### src/rtl/vm_pkg.sv
// Shared denominations, coin values and sequencer states for the vending datapath.
package vm_pkg;

    localparam int NUM_DENOM = 5;

    localparam int NICKEL  = 0;
    localparam int DIME    = 1;
    localparam int QUARTER = 2;
    localparam int FIFTY   = 3;
    localparam int DOLLAR  = 4;

    typedef enum logic [2:0] {
        IDLE,
        SELECT,
        EJECT,
        FINISH,
        CHECK
    } seqState_t;

    function automatic logic [6:0] coinValue(logic [2:0] d);
        case (d)
            3'd0:    coinValue = 7'd5;
            3'd1:    coinValue = 7'd10;
            3'd2:    coinValue = 7'd25;
            3'd3:    coinValue = 7'd50;
            3'd4:    coinValue = 7'd100;
            default: coinValue = 7'd0;
        endcase
    endfunction

    // Highest set bit wins, so the largest usable coin is chosen
    function automatic logic [2:0] pickLargest(logic [NUM_DENOM-1:0] avail);
        pickLargest = 3'd0;
        for (int d = 0; d < NUM_DENOM; d++) begin
            if (avail[d]) pickLargest = 3'(d);
        end
    endfunction

    function automatic logic [NUM_DENOM-1:0] oneHot(logic [2:0] d);
        oneHot = '0;
        for (int i = 0; i < NUM_DENOM; i++) begin
            if (3'(i) == d) oneHot[i] = 1'b1;
        end
    endfunction

endpackage

### src/rtl/coin_inventory.sv
// Five saturating per-denomination coin counters with increment and decrement.
module coin_inventory
    import vm_pkg::*;
#(
    parameter int CNT_W      = 8,
    parameter int INIT_COUNT = 20
) (
    input  logic                       clk,
    input  logic                       reset,
    input  logic [NUM_DENOM-1:0]       inc,
    input  logic [NUM_DENOM-1:0]       dec,
    output logic [NUM_DENOM*CNT_W-1:0] counts
);

    localparam logic [CNT_W-1:0] CNT_MAX  = '1;
    localparam logic [CNT_W-1:0] CNT_INIT = CNT_W'(INIT_COUNT);

    logic [CNT_W-1:0] cnt [NUM_DENOM];

    // A coin arriving while the same coin leaves cancels out
    always_ff @(posedge clk) begin
        for (int d = 0; d < NUM_DENOM; d++) begin
            if (reset) begin
                cnt[d] <= CNT_INIT;
            end else if (inc[d] && !dec[d] && cnt[d] != CNT_MAX) begin
                cnt[d] <= cnt[d] + 1'b1;
            end else if (dec[d] && !inc[d] && cnt[d] != '0) begin
                cnt[d] <= cnt[d] - 1'b1;
            end
        end
    end

    always_comb begin
        counts = '0;
        for (int d = 0; d < NUM_DENOM; d++) begin
            counts[d*CNT_W +: CNT_W] = cnt[d];
        end
    end

endmodule

### src/rtl/change_sequencer.sv
// Greedy change payout through the coin hopper with per-coin ack and timeout.
// Optional EXACT_CHANGE_CHECK_EN adds a dry-run CHECK pass and exactChangeOnly.
module change_sequencer
    import vm_pkg::*;
#(
    parameter int AMT_W       = 14,
    parameter int CNT_W       = 8,
    parameter int INIT_COUNT  = 20,
    parameter int ACK_TIMEOUT = 1000
) (
    input  logic                       clk,
    input  logic                       reset,
    input  logic [NUM_DENOM-1:0]       coinIn,
    input  logic                       start,
    input  logic [AMT_W-1:0]           amount,
    input  logic                       ejectAck,
    output logic [NUM_DENOM-1:0]       ejectCoin,
    output logic                       busy,
    output logic                       done,
    output logic [AMT_W-1:0]           shortfall,
    output logic                       fault,
    output logic [NUM_DENOM*CNT_W-1:0] invCount
`ifdef EXACT_CHANGE_CHECK_EN
    ,
    output logic                       exactChangeOnly
`endif
);

    localparam int TW = (ACK_TIMEOUT > 2) ? $clog2(ACK_TIMEOUT) : 1;

    seqState_t              state;
    seqState_t              nextState;
    logic [AMT_W-1:0]       rem;
    logic [TW-1:0]          timer;
    logic [2:0]             coinSel;
    logic [NUM_DENOM-1:0]   avail;
    logic [2:0]             pick;
    logic                   found;
    logic                   timeoutHit;
    logic [NUM_DENOM-1:0]   decVec;

    coin_inventory #(
        .CNT_W     (CNT_W),
        .INIT_COUNT(INIT_COUNT)
    ) inventory (
        .clk   (clk),
        .reset (reset),
        .inc   (coinIn),
        .dec   (decVec),
        .counts(invCount)
    );

    always_comb begin
        avail = '0;
        for (int d = 0; d < NUM_DENOM; d++) begin
            avail[d] = (invCount[d*CNT_W +: CNT_W] != '0)
                    && (AMT_W'(coinValue(3'(d))) <= rem);
        end
        found      = |avail;
        pick       = pickLargest(avail);
        timeoutHit = (timer == TW'(ACK_TIMEOUT - 1));
    end

`ifdef EXACT_CHANGE_CHECK_EN
    logic [AMT_W-1:0]     shRem;
    logic [CNT_W-1:0]     shCnt [NUM_DENOM];
    logic [NUM_DENOM-1:0] shAvail;
    logic [2:0]           shPick;

    always_comb begin
        shAvail = '0;
        for (int d = 0; d < NUM_DENOM; d++) begin
            shAvail[d] = (shCnt[d] != '0)
                      && (AMT_W'(coinValue(3'(d))) <= shRem);
        end
        shPick = pickLargest(shAvail);
    end

    // Shadow greedy run: same loop as the real payout, no hopper traffic
    always_ff @(posedge clk) begin
        if (reset) begin
            shRem           <= '0;
            exactChangeOnly <= 1'b0;
            for (int d = 0; d < NUM_DENOM; d++) shCnt[d] <= '0;
        end else if (state == IDLE && start) begin
            shRem <= amount;
            for (int d = 0; d < NUM_DENOM; d++) begin
                shCnt[d] <= invCount[d*CNT_W +: CNT_W];
            end
        end else if (state == CHECK) begin
            if (|shAvail) begin
                shRem         <= shRem - AMT_W'(coinValue(shPick));
                shCnt[shPick] <= shCnt[shPick] - 1'b1;
            end else begin
                exactChangeOnly <= (shRem != '0);
            end
        end
    end
`endif

    always_ff @(posedge clk) begin
        if (reset) state <= IDLE;
        else       state <= nextState;
    end

    always_comb begin
        nextState = state;
        case (state)
            IDLE: begin
`ifdef EXACT_CHANGE_CHECK_EN
                if (start) nextState = CHECK;
`else
                if (start) nextState = SELECT;
`endif
            end
            SELECT: nextState = found ? EJECT : FINISH;
            EJECT: begin
                if (ejectAck)        nextState = SELECT;
                else if (timeoutHit) nextState = FINISH;
            end
            FINISH: nextState = IDLE;
`ifdef EXACT_CHANGE_CHECK_EN
            CHECK: begin
                if (|shAvail)          nextState = CHECK;
                else if (shRem == '0)  nextState = SELECT;
                else                   nextState = FINISH;
            end
`endif
            default: nextState = IDLE;
        endcase
    end

    always_comb begin
        busy   = (state != IDLE);
        decVec = (state == EJECT && ejectAck) ? ejectCoin : '0;
    end

    always_ff @(posedge clk) begin
        if (reset) begin
            rem       <= '0;
            timer     <= '0;
            coinSel   <= '0;
            ejectCoin <= '0;
            done      <= 1'b0;
            shortfall <= '0;
            fault     <= 1'b0;
        end else begin
            done <= 1'b0;
            case (state)
                IDLE: begin
                    if (start) begin
                        rem       <= amount;
                        fault     <= 1'b0;
                        shortfall <= '0;
                    end
                end
                SELECT: begin
                    if (found) begin
                        ejectCoin <= oneHot(pick);
                        coinSel   <= pick;
                        timer     <= '0;
                    end
                end
                EJECT: begin
                    if (ejectAck) begin
                        rem       <= rem - AMT_W'(coinValue(coinSel));
                        ejectCoin <= '0;
                    end else if (timeoutHit) begin
                        fault     <= 1'b1;
                        ejectCoin <= '0;
                    end else begin
                        timer <= timer + 1'b1;
                    end
                end
                FINISH: begin
                    shortfall <= rem;
                    done      <= 1'b1;
                end
                default: ;
            endcase
        end
    end

endmodule

### config.mk
export PLATFORM = sky130hd
export DESIGN_NAME = change_sequencer
export DESIGN_NICKNAME = d
export VERILOG_FILES = /design/src/rtl/vm_pkg.sv /design/src/rtl/coin_inventory.sv /design/src/rtl/change_sequencer.sv
export SDC_FILE = /design/constraint.sdc
export NUM_CORES = 1
export LEC_CHECK = 0
export ABC_AREA = 1
export CAP_MARGIN = 20
export CELL_PAD_IN_SITES_DETAIL_PLACEMENT = 1
export CELL_PAD_IN_SITES_GLOBAL_PLACEMENT = 1
export CORE_MARGIN = 3
export CORE_UTILIZATION = 44
export DETAILED_ROUTE_END_ITERATION = 10
export GPL_TIMING_DRIVEN = 0
export HOLD_SLACK_MARGIN = 0.12
export PLACE_DENSITY = 0.95
export SETUP_SLACK_MARGIN = 0.05
export SLEW_MARGIN = 10
export SYNTH_ARGS = -nofsm -noshare
export SYNTH_HDL_FRONTEND = slang
export SYNTH_HIERARCHICAL = 1
export SYNTH_SLANG_ARGS = --single-unit
### constraint.sdc
create_clock -name clk -period 4.3 [get_ports clk]
set_input_delay 0.645 -clock clk [delete_from_list [all_inputs] [get_ports clk]]
set_output_delay 0.645 -clock clk [all_outputs]
set_load 0.02 [all_outputs]
# Word level (Yosys, flattened, before mapping)
# Memories as Yosys holds them, arrays and structs flattened.
# Cells that the tools add are included.
# W data, S select, Z words.
[classes]
n_addsub = 12
magnitude_cmp = 5
eq_ne = 24
mux = 84
n_bitwise = 10
reduce_logical = 56
[ops]
columns = ["cell", "count"]
rows = [
  ["$mux W8", 10],
  ["$pmux W14 S2", 2],
  ["$mux W1", 48],
  ["$mux W14", 3],
  ["$add A8 B1 Y8 const B", 5],
  ["$ne A8 B8 Y1 const B", 5],
  ["$reduce_bool A8 Y1", 5],
  ["$sub A8 B1 Y8 const B", 5],
  ["$pmux W7 S5", 1],
  ["$mux W10", 3],
  ["$logic_and A1 B1 Y1", 26],
  ["$mux W7", 3],
  ["$mux W5", 4],
  ["$pmux W10 S2", 1],
  ["$mux W3", 6],
  ["$le A3 B14 Y1 const A", 1],
  ["$le A4 B14 Y1 const A", 1],
  ["$le A5 B14 Y1 const A", 1],
  ["$le A6 B14 Y1 const A", 1],
  ["$le A7 B14 Y1 const A", 1],
  ["$sub A14 B7 Y14", 1],
  ["$eq A3 B2 Y1 const B", 4],
  ["$ne A2 B2 Y1 const B", 6],
  ["$add A10 B1 Y10 const B", 1],
  ["other kinds (19)", 47],
]
[totals]
ff_bits = 51
mem_bits_rw = 40
output_inout_bits = 62
elab_cells = 200
n_memories = 1
[mem_list]
columns = ["name", "words", "width", "read_ports", "rd_ports_with_merged_regs", "write_ports", "line_no", "text"]
rows = [
  ["inventory.cnt", 5, 8, 5, 0, 5, "coin_inventory.sv:18", "logic [CNT_W-1:0] cnt [NUM_DENOM];"],
]

# Logic depth before layout (Yosys ltp)
[logic_depth]
word_depth = 11
mapped_depth = 19

# By module
# Netlist, hierarchy kept.
[by_module_without_submodules]
columns = ["module", "instances", "cells_per_inst", "area_per_inst_um2", "seq_area_each_um2"]
rows = [
  ["coin_inventory", 1, 440, 3383.2, 1201.2],
  ["change_sequencer", 1, 461, 3126.7, 1001.0],
]

# Worst setup path after synthesis
# OpenSTA, ideal clock, no wires.
[synth_path]
kind = "reg-to-reg"
startpoint = "register state[1]"
endpoint = "memory inventory.cnt[4][7] (data pin)"
setup_ns = 0.255
arrival_time_ns = 2.394
required_time_ns = 4.045
setup_slack_ns = 1.651
stages_incl_launch_ff = 18
cell_sequence = "dfxtp_1 -> inv_2 -> nor2_4 -> inv_2 -> buf_6 -> nor2_2 -> inv_2 -> nor2_1 -> nor3b_1 -> nand2_1 -> inv_1 -> ha_1 -> nand2_1 -> nand3_1 -> a21oi_1 -> nand3_1 -> nand2_1 -> nor2_1"
[synth_lines]
columns = ["item", "line_no", "text"]
rows = [
  ["from (decl)", "change_sequencer.sv:31", "seqState_t state;"],
  ["from (signal assigned)", "change_sequencer.sv:103", "else state <= nextState;"],
  ["to (decl)", "coin_inventory.sv:18", ""],
]

==> flow_summary.yaml <==
synthesis:
  ys_ff_latch: 90
  yosysWarningCount: 6
  synth_top_area_frac: 0.185
  synth_commonest_cells: "180 x nand2_1, 115 x nor2_1, 105 x inv_1"
  ys.flop_type: "dfxtp_1"
  synthArstFlopShare: 0
  yosysMostFrequentCell: "nand2_1"
  synth_area_leaders: "edfxtp_1 18%, dfxtp_1 15%, nand2_1 10%"
  synth_edf_count: 40
  synth_top_area_cell: "edfxtp_1"
  yosysUniqueCellTypes: 47
  synthCells: 901
  syn_avg_cell_area_um2: 7.23
  synth_area_um2: 6510
  synth.net_count: 952
  synth_seq_area_share: 0.338
worst_setup_path:
  path_class: "input pin to register"
  cp_cell_sequence: "clkdlybuf4s50_1, inv_1, nor2_2, inv_2, nor2_1, nor3b_1, nand2_1, inv_1, ha_1, nand2_1, nand3_1, a21oi_1, nand3_1, nand2_1, nor2_1"
  worstPathMaxFanout: 7
  crit_top_cell: "nand2_1"
  cp.required_ns: 4.42
  cpMaxStageDelayCell: "clkdlybuf4s50_1"
  crit_path_end_kind: "register"
  max_stage_delay_ns: 0.55
  crit_arrival_ns: 3.36
  reg2reg_slack_ns: 1.14
  startpoint_type: "input pin"
sta:
  tightest_slew_ns: 0.750
  holdWs_ns: 0.454
  max_freq_ghz: 0.309
  rsz0062_at_grt: "false"
  period_needed_ns: 3.23
  setup_violations: 0
  post-route-period-util: 0.752
  drv_slew: 0
  fin_skew_ns: 0.0136
  relSlewSlack: 0.498
  hold_viol_final: 0
  tns_ns: 0
floorplan:
  core.rowCount: 43
  die_w_um: 128
  die_y_um: 128
  coreArea_um2: 14100
  ios: 85
  initial_core_util: 0.460
  dieArea_um2: 16300
cells_and_area:
  fin_nets: 1047
  fillers: 1825
  drive_above_1_share: 0.105
  fin_cells: 1181
  utilization: 0.557
  ff_latch_area_um2: 2200
  antennaDiodeCount: 0
  multi_input_area_um2: 3750
  areaGrowthSynthToFinish_pct: 21.2
power_and_ir_drop:
  p_leak_uw: 0.00328
  max-vdd-ir-drop_uv: 202
  power_density_nw_per_um2: 343
drt:
  dr.pass1.iters: 4
  drc_errors: 0
  first_iter_violations: 351
  num_vias: 6494
  drtAntennaViolNets: 0
  wirelength_mm: 20.1
  routed_via_density: 5.50
  wl_per_cell_um: 17.0
global_route:
  antenna_found_initial: 0
  grt_pass1_vias: 6707
  grt_max_degree: 16
  grt.total_usage: 0.251
  grt_overflow: 0
  grt_pass1_wl_mm: 33.1
run:
  maxCapViolCount: 0
min_path:
  hp-class: "register to register"
cts:
  numCtsBuffers: 9
  cts.repair.resized: 0
  cts_tree: "built"
  clk_path_buf_depth: 2
  postCtsSetupBuffers: 0
  clk_latency_ns: 0.36
  clock-sinks: 90
  clkTransAtPathRegs_ns: 0.07
  clock-root-buffer: "clkbuf_16"
  cts_max_level: 3
  hold_buffers: 0
placed_design:
  port_buffers: 84
  dpl.cell_count: 1165
  gp_congestion: 0.889
  hpwlAfterDp_mm: 14.8
status:
  status: "finished, final reports clean"
-- final timing paths --
path / from / end / depth (start not counted)
hold / removal: fault / fault / 2
setup / recovery: ejectAck / inventory/cnt[4][7] / 15
setup reg to reg: state[1] / inventory/cnt[4][7] / 17
hold reg to reg: fault / fault / 2
-- metal layers --
layer,global-route usage,vias up,routed length (µm)
li1,-,3159,-
met1,0.303,3130,8530
met2,0.439,164,10100
met3,0.0552,41,933
met4,0.0924,0,503
met5,0,-,0
-- per-stage QoR --
stage | instance area [µm²] | total power [µW] | setup WS (ns)
after floorplan | 6510 | 1570 | 1.65
after global placement | 7580 | 1800 | 0.817
after detailed placement | 7580 | 1840 | 0.658
after CTS | 7890 | 2720 | 1.04
after global routing | 7890 | 2850 | 0.739
final | 7890 | 2700 | 1.07
-- cell families after synthesis --
logic type	synth area share
AND/OR/NAND/NOR	0.345
buffers and inverters	0.0861
AO/OA/AOI/OAI	0.120
flip-flops	0.338
XOR/XNOR	0.0511
adder cells (fa/ha/maj)	0.0561
multiplexers	0.00308
-- where the power goes --
part / internal, µW / switching [µW] / leakage (µW)
Sequential: 958 / 92.5 / 0.000811
Clock: 488 / 367 / 0.000152
Combinational: 291 / 508 / 0.00232
-- layout by cell type, fill, tap and decap left out, types with 2 or more instances in the layout --
master | netlist | layout
nand2_2 | 17 | 17
or2_2 | 5 | 5
nor3_1 | 5 | 5
buf_6 | 2 | 2
nor2_4 | 8 | 8
a211oi_1 | 5 | 5
nor2_2 | 4 | 4
a21boi_0 | 3 | 3
nor3_2 | 5 | 5
xnor2_1 | 9 | 9
nand3_2 | 15 | 15
a31oi_1 | 9 | 9
edfxtp_1 | 40 | 40
clkbuf_16 | 0 | 10
a21oi_1 | 38 | 38
mux2i_1 | 2 | 2
o21bai_1 | 4 | 4
nor3b_1 | 5 | 5
nor2_1 | 115 | 115
o21ai_1 | 8 | 8
nand4_1 | 20 | 20
clkbuf_2 | 2 | 2
dfxtp_1 | 50 | 50
buf_2 | 3 | 3
nand3_1 | 82 | 82
nand3b_1 | 2 | 2
inv_2 | 14 | 14
o21ai_0 | 54 | 54
clkinv_2 | 1 | 2
o211ai_1 | 3 | 3
clkdlybuf4s50_1 | 0 | 84
inv_1 | 105 | 105
a32o_1 | 2 | 2
clkbuf_1 | 9 | 10
o21a_1 | 2 | 2
fa_1 | 2 | 2
nand2_1 | 180 | 180
ha_1 | 26 | 26
a21oi_2 | 7 | 7
xor2_1 | 29 | 29
-- state kept, by name, summed over array words and instances, names as in the netlist --
name           flops
coinSel            3
fault              1
rem               14
ejectCoin          5
done               1
inventory/cnt     40
state              2
timer             10
shortfall         14
-- final cells by class --
| class | count | share of cell area |
|---|---|---|
| clock inverters | 5 | 0.00730 |
| well taps | 180 | 0.0286 |
| multi-input cells | 673 | 0.475 |
| repair buffers | 84 | 0.107 |
| inverters | 120 | 0.0573 |
| plain buffers | 18 | 0.0138 |
| clock buffers | 11 | 0.0322 |
| flip-flops and latches | 90 | 0.279 |
-- critical path: cells and delay by family --
family                     cells  cell delay, ns
AOI/OAI and AO/OA              1            0.19
adders and majority gates      1            0.36
buffers and inverters          4            0.98
and+or+nand+nor                9            1.17
Note: power is estimated with default switching activity, not from simulation.
